--- config.mk ---
export PLATFORM = sky130hd
export DESIGN_NAME = seq_divider
export DESIGN_NICKNAME = d
export VERILOG_FILES = /design/src/rtl/seq_divider_pkg.sv /design/src/rtl/seq_divider_div_step.sv /design/src/rtl/seq_divider.sv
export SDC_FILE = /design/constraint.sdc
export NUM_CORES = 1
export LEC_CHECK = 0
export BUFFER_PORTS_ARGS = -buffer_cell sky130_fd_sc_hd__clkbuf_2
export CORE_MARGIN = 2
export CORE_UTILIZATION = 55
export DETAILED_ROUTE_END_ITERATION = 10
export MAX_ROUTING_LAYER = met4
export PLACE_DENSITY_LB_ADDON = 0.12
export REMOVE_ABC_BUFFERS = 1
export SYNTH_ARGS = -nofsm -noshare
export SYNTH_HDL_FRONTEND = slang
export SYNTH_HIERARCHICAL = 1
export SYNTH_SLANG_ARGS = --single-unit
--- constraint.sdc ---
create_clock -name clk -period 2.6 [get_ports clk]
set_clock_uncertainty 0.05 [all_clocks]
set_input_delay 0.26 -clock clk [delete_from_list [all_inputs] [get_ports clk]]
set_output_delay 0.26 -clock clk [all_outputs]
set_load 0.005 [all_outputs]
--- src/rtl/seq_divider_pkg.sv ---
// Shared types and constants for the sequential restoring divider.
// SEQ_DIVIDER_SIGNED_EN adds the FIXUP state used for signed operation.
package seq_divider_pkg;

  typedef enum logic [1:0] {
    IDLE  = 2'd0,
    RUN   = 2'd1,
    DONE  = 2'd2
`ifdef SEQ_DIVIDER_SIGNED_EN
    , FIXUP = 2'd3
`endif
  } state_t;

  // Fill bit replicated across quotient/remainder on a zero divisor.
  localparam logic DIV_ZERO_Q = 1'b1;
  localparam logic DIV_ZERO_R = 1'b1;

endpackage

--- src/rtl/seq_divider_div_step.sv ---
// One restoring-division iteration: shift in the next dividend bit, trial-subtract.
// The WIDTH+1-bit trial value lives here, so the held remainder needs only WIDTH bits.
module seq_divider_div_step #(
  parameter int WIDTH = 8
) (
  input  logic [WIDTH-1:0] i_a,
  input  logic             i_next_bit,
  input  logic [WIDTH-1:0] i_divisor,
  output logic [WIDTH-1:0] o_a,
  output logic             o_q_bit
);

  logic [WIDTH:0] w_trial;
  logic [WIDTH:0] w_diff;

  assign w_trial = {i_a, i_next_bit};
  assign w_diff  = w_trial - {1'b0, i_divisor};
  assign o_q_bit = (w_trial >= {1'b0, i_divisor});
  // The kept value is always below the divisor, so it fits back into WIDTH bits.
  assign o_a     = WIDTH'(o_q_bit ? w_diff : w_trial);

endmodule

--- src/rtl/seq_divider.sv ---
// Multi-cycle restoring divider, one quotient bit per clock, valid/ready on both sides.
// Define SEQ_DIVIDER_SIGNED_EN for the is_signed port and two's-complement mode.
module seq_divider
  import seq_divider_pkg::*;
#(
  parameter  int WIDTH = 8,
  localparam int CNT_W = $clog2(WIDTH + 1)
) (
  input  logic             clk,
  input  logic             rst_n,
  input  logic             in_valid,
  output logic             in_ready,
  input  logic [WIDTH-1:0] dividend,
  input  logic [WIDTH-1:0] divisor,
`ifdef SEQ_DIVIDER_SIGNED_EN
  input  logic             is_signed,
`endif
  output logic             out_valid,
  input  logic             out_ready,
  output logic [WIDTH-1:0] quotient,
  output logic [WIDTH-1:0] remainder,
  output logic             div_by_zero,
  output logic             busy
);

  state_t           r_state;
  state_t           w_state_next;
  logic [CNT_W-1:0] r_cnt;
  logic [WIDTH-1:0] r_a;
  logic [WIDTH-1:0] r_work;
  logic [WIDTH-1:0] r_dvs;
  logic [WIDTH-1:0] r_quot;
  logic [WIDTH-1:0] r_rem;
  logic             r_dbz;

  logic             w_accept;
  logic             w_div_zero;
  logic             w_last;
  logic             w_finish;
  logic [WIDTH-1:0] w_dvd_mag;
  logic [WIDTH-1:0] w_dvs_mag;
  logic [WIDTH-1:0] w_a_next;
  logic             w_q_bit;
  logic [WIDTH-1:0] w_quot_next;

`ifdef SEQ_DIVIDER_SIGNED_EN
  logic r_sgn_op;
  logic r_neg_q;
  logic r_neg_r;
  logic w_neg_dvd;
  logic w_neg_dvs;

  assign w_neg_dvd = is_signed & dividend[WIDTH-1];
  assign w_neg_dvs = is_signed & divisor[WIDTH-1];
  assign w_dvd_mag = w_neg_dvd ? -dividend : dividend;
  assign w_dvs_mag = w_neg_dvs ? -divisor : divisor;
  assign w_finish  = w_last && !r_sgn_op;
`else
  assign w_dvd_mag = dividend;
  assign w_dvs_mag = divisor;
  assign w_finish  = w_last;
`endif

  assign w_accept    = in_valid && in_ready;
  assign w_div_zero  = (divisor == '0);
  assign w_last      = (r_cnt == CNT_W'(1));
  assign w_quot_next = {r_work[WIDTH-2:0], w_q_bit};

  // The working register shifts dividend bits out of its top as quotient bits enter below.
  seq_divider_div_step #(.WIDTH(WIDTH)) u_step (
    .i_a       (r_a),
    .i_next_bit(r_work[WIDTH-1]),
    .i_divisor (r_dvs),
    .o_a       (w_a_next),
    .o_q_bit   (w_q_bit)
  );

  always_comb begin
    w_state_next = r_state;
    in_ready     = 1'b0;
    out_valid    = 1'b0;
    busy         = 1'b0;
    case (r_state)
      IDLE: begin
        in_ready = rst_n;
        if (in_valid && rst_n) w_state_next = w_div_zero ? DONE : RUN;
      end
      RUN: begin
        busy = 1'b1;
`ifdef SEQ_DIVIDER_SIGNED_EN
        if (w_last) w_state_next = r_sgn_op ? FIXUP : DONE;
`else
        if (w_last) w_state_next = DONE;
`endif
      end
`ifdef SEQ_DIVIDER_SIGNED_EN
      FIXUP: w_state_next = DONE;
`endif
      DONE: begin
        out_valid = 1'b1;
        in_ready  = out_ready && rst_n;
        if (out_ready) begin
          if (in_valid) w_state_next = w_div_zero ? DONE : RUN;
          else          w_state_next = IDLE;
        end
      end
      default: w_state_next = IDLE;
    endcase
  end

  always_ff @(posedge clk) begin
    if (!rst_n) begin
      r_state <= IDLE;
      r_cnt   <= '0;
      r_a     <= '0;
      r_work  <= '0;
      r_dvs   <= '0;
      r_quot  <= '0;
      r_rem   <= '0;
      r_dbz   <= 1'b0;
`ifdef SEQ_DIVIDER_SIGNED_EN
      r_sgn_op <= 1'b0;
      r_neg_q  <= 1'b0;
      r_neg_r  <= 1'b0;
`endif
    end else begin
      r_state <= w_state_next;
      if (w_accept) begin
        if (w_div_zero) begin
          r_quot <= {WIDTH{DIV_ZERO_Q}};
          r_rem  <= {WIDTH{DIV_ZERO_R}};
          r_dbz  <= 1'b1;
        end else begin
          r_a    <= '0;
          r_work <= w_dvd_mag;
          r_dvs  <= w_dvs_mag;
          r_cnt  <= CNT_W'(WIDTH);
`ifdef SEQ_DIVIDER_SIGNED_EN
          r_sgn_op <= is_signed;
          r_neg_q  <= w_neg_dvd ^ w_neg_dvs;
          r_neg_r  <= w_neg_dvd;
`endif
        end
      end else if (r_state == RUN) begin
        r_a    <= w_a_next;
        r_work <= w_quot_next;
        r_cnt  <= r_cnt - CNT_W'(1);
        if (w_finish) begin
          r_quot <= w_quot_next;
          r_rem  <= w_a_next;
          r_dbz  <= 1'b0;
        end
      end
`ifdef SEQ_DIVIDER_SIGNED_EN
      else if (r_state == FIXUP) begin
        // Magnitudes are done; apply truncate-toward-zero signs.
        r_quot <= r_neg_q ? -r_work : r_work;
        r_rem  <= r_neg_r ? -r_a : r_a;
        r_dbz  <= 1'b0;
      end
`endif
    end
  end

  assign quotient    = r_quot;
  assign remainder   = r_rem;
  assign div_by_zero = r_dbz;

endmodule

Word-level counts from Yosys, hierarchy flattened
Cells that the tools add are included.

storage, ports and cells
  word-level logic and storage cells = 61
  register bits = 47

operators by class
  eq/ne operators = 8
  $add $sub $neg = 2
  multiplexer cells = 30
  order comparisons = 1
  bitwise logic cells = 1
  reduce and logical (&&, ||, !) cells = 11

operator list
  operator                                             count
  2-to-1 mux 8 bit                                     14
  2-to-1 mux 4 bit                                     3
  2-to-1 mux 2 bit                                     5
  >= comparator 9 x 8 -> 1 bit                         1
  logical NOT 8 bit                                    1
  != test 2 bit, second input constant                 4
  subtractor 8 bit                                     1
  2-to-1 mux 1 bit                                     6
  one-hot mux 2 bit (3 select lines)                   1
  AND reduction 3 bit                                  2
  equality test 4 x 1 -> 1 bit, second input constant  1
  AND reduction 2 bit                                  2
  nonzero test 2 bit                                   2
  subtractor 4 x 1 -> 4 bit, second input constant     1
  logical AND 1 bit                                    3
  equality test 2 x 1 -> 1 bit, second input constant  1
  equality test 2 bit, second input constant           1
  logical NOT 2 bit                                    1
  != test 2 x 1 -> 1 bit, second input constant        1
  one-hot mux 1 bit (2 select lines)                   1
  NOT 1 bit                                            1

Depth between registers and ports, before layout
  word-level depth = 5
  mapped depth = 10
  mapped depth without buffers = 9

Hierarchy
Netlist, hierarchy kept.

modules (own cells, without submodules)
  module                cells an instance  times used  area an instance (µm²)  sequential area each (µm²)
  seq_divider           171                1           1831.8                  940.9
  seq_divider_div_step  69                 1           520.5                   0.0

Least setup slack after synthesis
No wires, ideal clock.

  path kind = reg-to-reg
  from = reg r_work[7]
  to = reg r_rem[6] (netlist: remainder[6])
  data required time = 2431 ps
  period minus slack after synthesis = 2311 ps
  buffers on the path = 0
  library setup time = 119 ps
  path slack = 289 ps
  cell stages (with the launch flop) = 10
  data arrival time = 2142 ps
  path through = dfxtp_1 -> inv_1 -> ha_1 -> fa_1 -> nor2b_1 -> o31a_1 -> nor4_1 -> a311o_1 -> mux2_2 -> o221a_2

between the ends
  word-level cells in the longest chain between the ends = 5
  elaborated cells on any way between the ends = 6
  those cells by class = add/sub: 1; order compare: 1; mux: 4

RTL lines
  what                                                                     line                                                    source
  start, declared                                                          seq_divider.sv:30                                       logic [WIDTH-1:0] r_work;
  start signal, assigned                                                   seq_divider.sv:135                                      r_work <= w_dvd_mag;
  start signal, assigned                                                   seq_divider.sv:146                                      r_work <= w_quot_next;
  subtractor 8 bit / >= comparator 9 x 8 -> 1 bit (equally long branches)  seq_divider_div_step.sv:17, seq_divider_div_step.sv:18
  2-to-1 mux 8 bit *                                                       seq_divider_div_step.sv:20                              assign o_a = WIDTH'(o_q_bit ? w_diff : w_trial);
  net w_a_next[6]                                                          seq_divider.sv:42                                       logic [WIDTH-1:0] w_a_next;
  2-to-1 mux 8 bit *                                                       seq_divider.sv:148                                      if (w_finish) begin
  2-to-1 mux 8 bit *                                                       seq_divider.sv:144                                      end else if (r_state == RUN) begin
  2-to-1 mux 8 bit *                                                       seq_divider.sv:128                                      if (w_accept) begin
  end signal, assigned                                                     seq_divider.sv:131                                      r_rem <= {WIDTH{DIV_ZERO_R}};
  end signal, assigned                                                     seq_divider.sv:150                                      r_rem <= w_a_next;
  end, declared                                                            seq_divider.sv:33                                       logic [WIDTH-1:0] r_rem;

Mark *: on every way through the listed nets, which the timed path passes. The rest lies on a longest branch. The select of a mux whose other input is x is not followed.
A chain may end at the register's enable or synchronous reset.

Worst setup path after layout
Ends and elaborated chain as after synthesis.

==> flow_metrics.tcl <==
set metrics [dict create \
    outcome "finished, final reports clean" \
    first_pass_iters 4 \
    grt_pass1_wl_um 9380 \
    endpoint_kind "register" \
    post-place-ws_ns 0.149 \
    synthCells 240 \
    cts_root_buffer "clkbuf_8" \
    routedWlPerCell_um 16.4 \
    gp_congestion 0.811 \
    numPortBuffers 39 \
    via_per_inst 5.98 \
    core_um2 4060 \
    synth-seq-cells 47 \
    grt-ovfl-total 0 \
    place_hpwl_um 3890 \
    synthesis.area_um2 2350 \
    power_leakage_nw 1.14 \
    async_reset_ff_frac 0 \
    num_vias 1987 \
    start_util 0.580 \
    ys_warn_count 6 \
    ff2ff_setup_slack_ns 0.15 \
    cp.arrival_ns 2.60 \
    worstSetupStartpointType "register" \
    yosysSeqAreaShare 0.400 \
    grt_busiest_layer "met2" \
    gr-usage-met1 0.312 \
    rows 23 \
    areaGrowthSynthToFinish_pct 14.7 \
    wl_um 5440 \
    place_area_um2 2590 \
    hold_viol 0 \
    mostFrequentLayoutCells "47 x dfxtp_1, 39 x clkbuf_2, 17 x inv_1, 17 x o221a_2, 15 x nand2_1" \
    seqCellArea_um2 941 \
    r2r_end "remainder[6]" \
    timing.final.crit_share 0.943 \
    yosysTopAreaCell "dfxtp_1" \
    path_cells "inv_1 -> ha_1 -> fa_1 -> nor2b_2 -> o31a_1 -> nor4_1 -> a311o_1 -> mux2_2 -> o221a_2" \
    grt_start_max_net_pins 20 \
    drive_above_1_share 0.316 \
    htree_levels 2 \
    n_antenna_cell 0 \
    worst_pin_slew_ns 0.702 \
    antenna_left 0 \
    crit_path_end "remainder[6]" \
    dieWidth_um 69.4 \
    hold_class "in -> reg" \
    final_area_um2 2700 \
    ir_drop_mv 0.416 \
    met3_usage 0.0509 \
    critical_path_class "reg -> reg" \
    synth_edf_count 0 \
    crit_path_max_fanout 3 \
    final-setup-viol-count 0 \
    pin_count 40 \
    drtIter0Drc 115 \
    rsz0062_at_grt "false" \
    synth_flop_cell "dfxtp_1" \
    syn_avg_cell_area_um2 9.80 \
    multiInputGateArea_um2 1270 \
    grt_pass1_vias 1972 \
    mostFrequentLayoutCell "dfxtp_1" \
    max_freq_mhz 408 \
    max_cap_viol_count 0 \
    crit_path_start "r_work[7]" \
    use_met2 0.389 \
    die-area_um2 4820 \
    numCtsBuffers 5 \
    setup_ws_ns 0.149 \
    clock_sinks 47 \
    max_stage_delay_ns 0.42 \
    max_slew_margin 0.530 \
    r2r-start "r_work[7]" \
    clk_latency_ns 0.30 \
    cts.reportedPaths.clkPinSlew_ns 0.09 \
    cts_tree "done" \
    holdWs_ns 0.136 \
    fin_crit_ns 2.45 \
    powerDensity_nw_per_um2 792 \
    nFillCells 346 \
    required_ns 2.75 \
    clockBufferDepth 2 \
    netlist.area_leader.share 0.400 \
    grt_antenna_before_repair 0 \
    nets 312 \
    synth_area_leaders "dfxtp_1 40%, o221a_2 8.1%, ha_1 5.3%" \
    die_h_um 69.4 \
    min_path_cells 3 \
    ff2ff_path_depth 9 \
    track_usage 0.244 \
    drv_slew 0 \
    slowest_stage "fa_1" \
    yosysUniqueCellTypes 48 \
    drt_drc_violations_left 0 \
]
==> flip-flops by register name, summed over array words and instances, names as in the netlist <==
signal,cells
div_by_zero,1
quotient,8
r_a,8
r_cnt,4
r_dvs,8
r_state,2
r_work,8
remainder,8
==> repair_timing <==
item	CTS	global route
setup endpoints to repair	0	2
hold buffers	0	0
buffers inserted	0	1
gates resized for setup	0	1
==> stage by stage <==
stage | total power [mW] | cells | utilization | TNS (ns)
after floorplan | 1.47 | 226 | - | -5.72
after global placement | 1.66 | 323 | 0.639 | 0
after detailed placement | 1.67 | 323 | 0.639 | 0
after CTS | 2.13 | 331 | 0.662 | 0
final | 2.14 | 332 | 0.665 | 0
after global routing | 2.27 | 332 | 0.665 | 0
==> routing by layer <==
metal	vias up	share of wire
met5	-	0
met4	0	0.014
met3	9	0.036
met2	39	0.48
met1	968	0.47
li1	971	-
==> report_power, final <==
| part | total [mW] | switching [mW] | internal (mW) |
|---|---|---|---|
| Sequential | 0.860 | 0.0589 | 0.801 |
| Combinational | 0.811 | 0.428 | 0.383 |
| Clock | 0.464 | 0.246 | 0.218 |
| Total | 2.14 | 0.733 | 1.40 |
==> synthesized netlist by cell type, types with 2 or more instances <==
library cell,n
nand2_1,15
a21oi_2,2
a21o_1,3
ha_1,10
a21oi_1,12
o21ai_0,13
a22o_1,8
clkbuf_1,4
nand2b_1,2
buf_6,2
mux2i_1,10
or2b_1,2
xnor2_1,4
nor2_1,13
mux2_2,5
a221oi_1,8
nand3_1,3
o221a_2,17
dfxtp_1,47
buf_2,6
buf_4,2
nor4_1,4
nor3_1,3
inv_1,17
o21ai_2,2
nor3b_1,4
==> logic make-up after synthesis <==
group	after synthesis	share of synthesized area
buf+inv	32	0.0638
flops	47	0.400
xor+xnor	5	0.0186
mux	15	0.0665
fa+ha+maj	11	0.0617
compound gates	77	0.274
simple gates	53	0.115
==> layout make-up <==
class	instances	share of cell area
Clock inverter	1	0.00325
Sequential cell	47	0.349
Multi-Input combinational cell	161	0.470
Clock buffer	7	0.0320
Tap cell	50	0.0232
Inverter	18	0.0250
Timing Repair Buffer	48	0.0974
==> worst min path at each step <==
stage                from        to  slack, ns
6_report       divisor[7]  r_dvs[7]       0.14
5_1_grt        divisor[3]  r_dvs[3]       0.14
4_1_cts        divisor[2]  r_dvs[2]       0.13
3_5_place_dp       r_a[7]    r_a[7]       0.41
3_3_place_gp     r_dvs[4]  r_dvs[4]       0.41
2_1_floorplan  divisor[0]  r_dvs[0]       0.35
==> critical path: cells and delay by family (launching register included) <==
family          cells  cell delay [ns]
fa+ha+maj           2             0.65
simple gates        2             0.20
flops               1             0.35
mux                 1             0.27
buf+inv             1             0.06
compound gates      3             0.76
(Power assumes the default switching activity.)
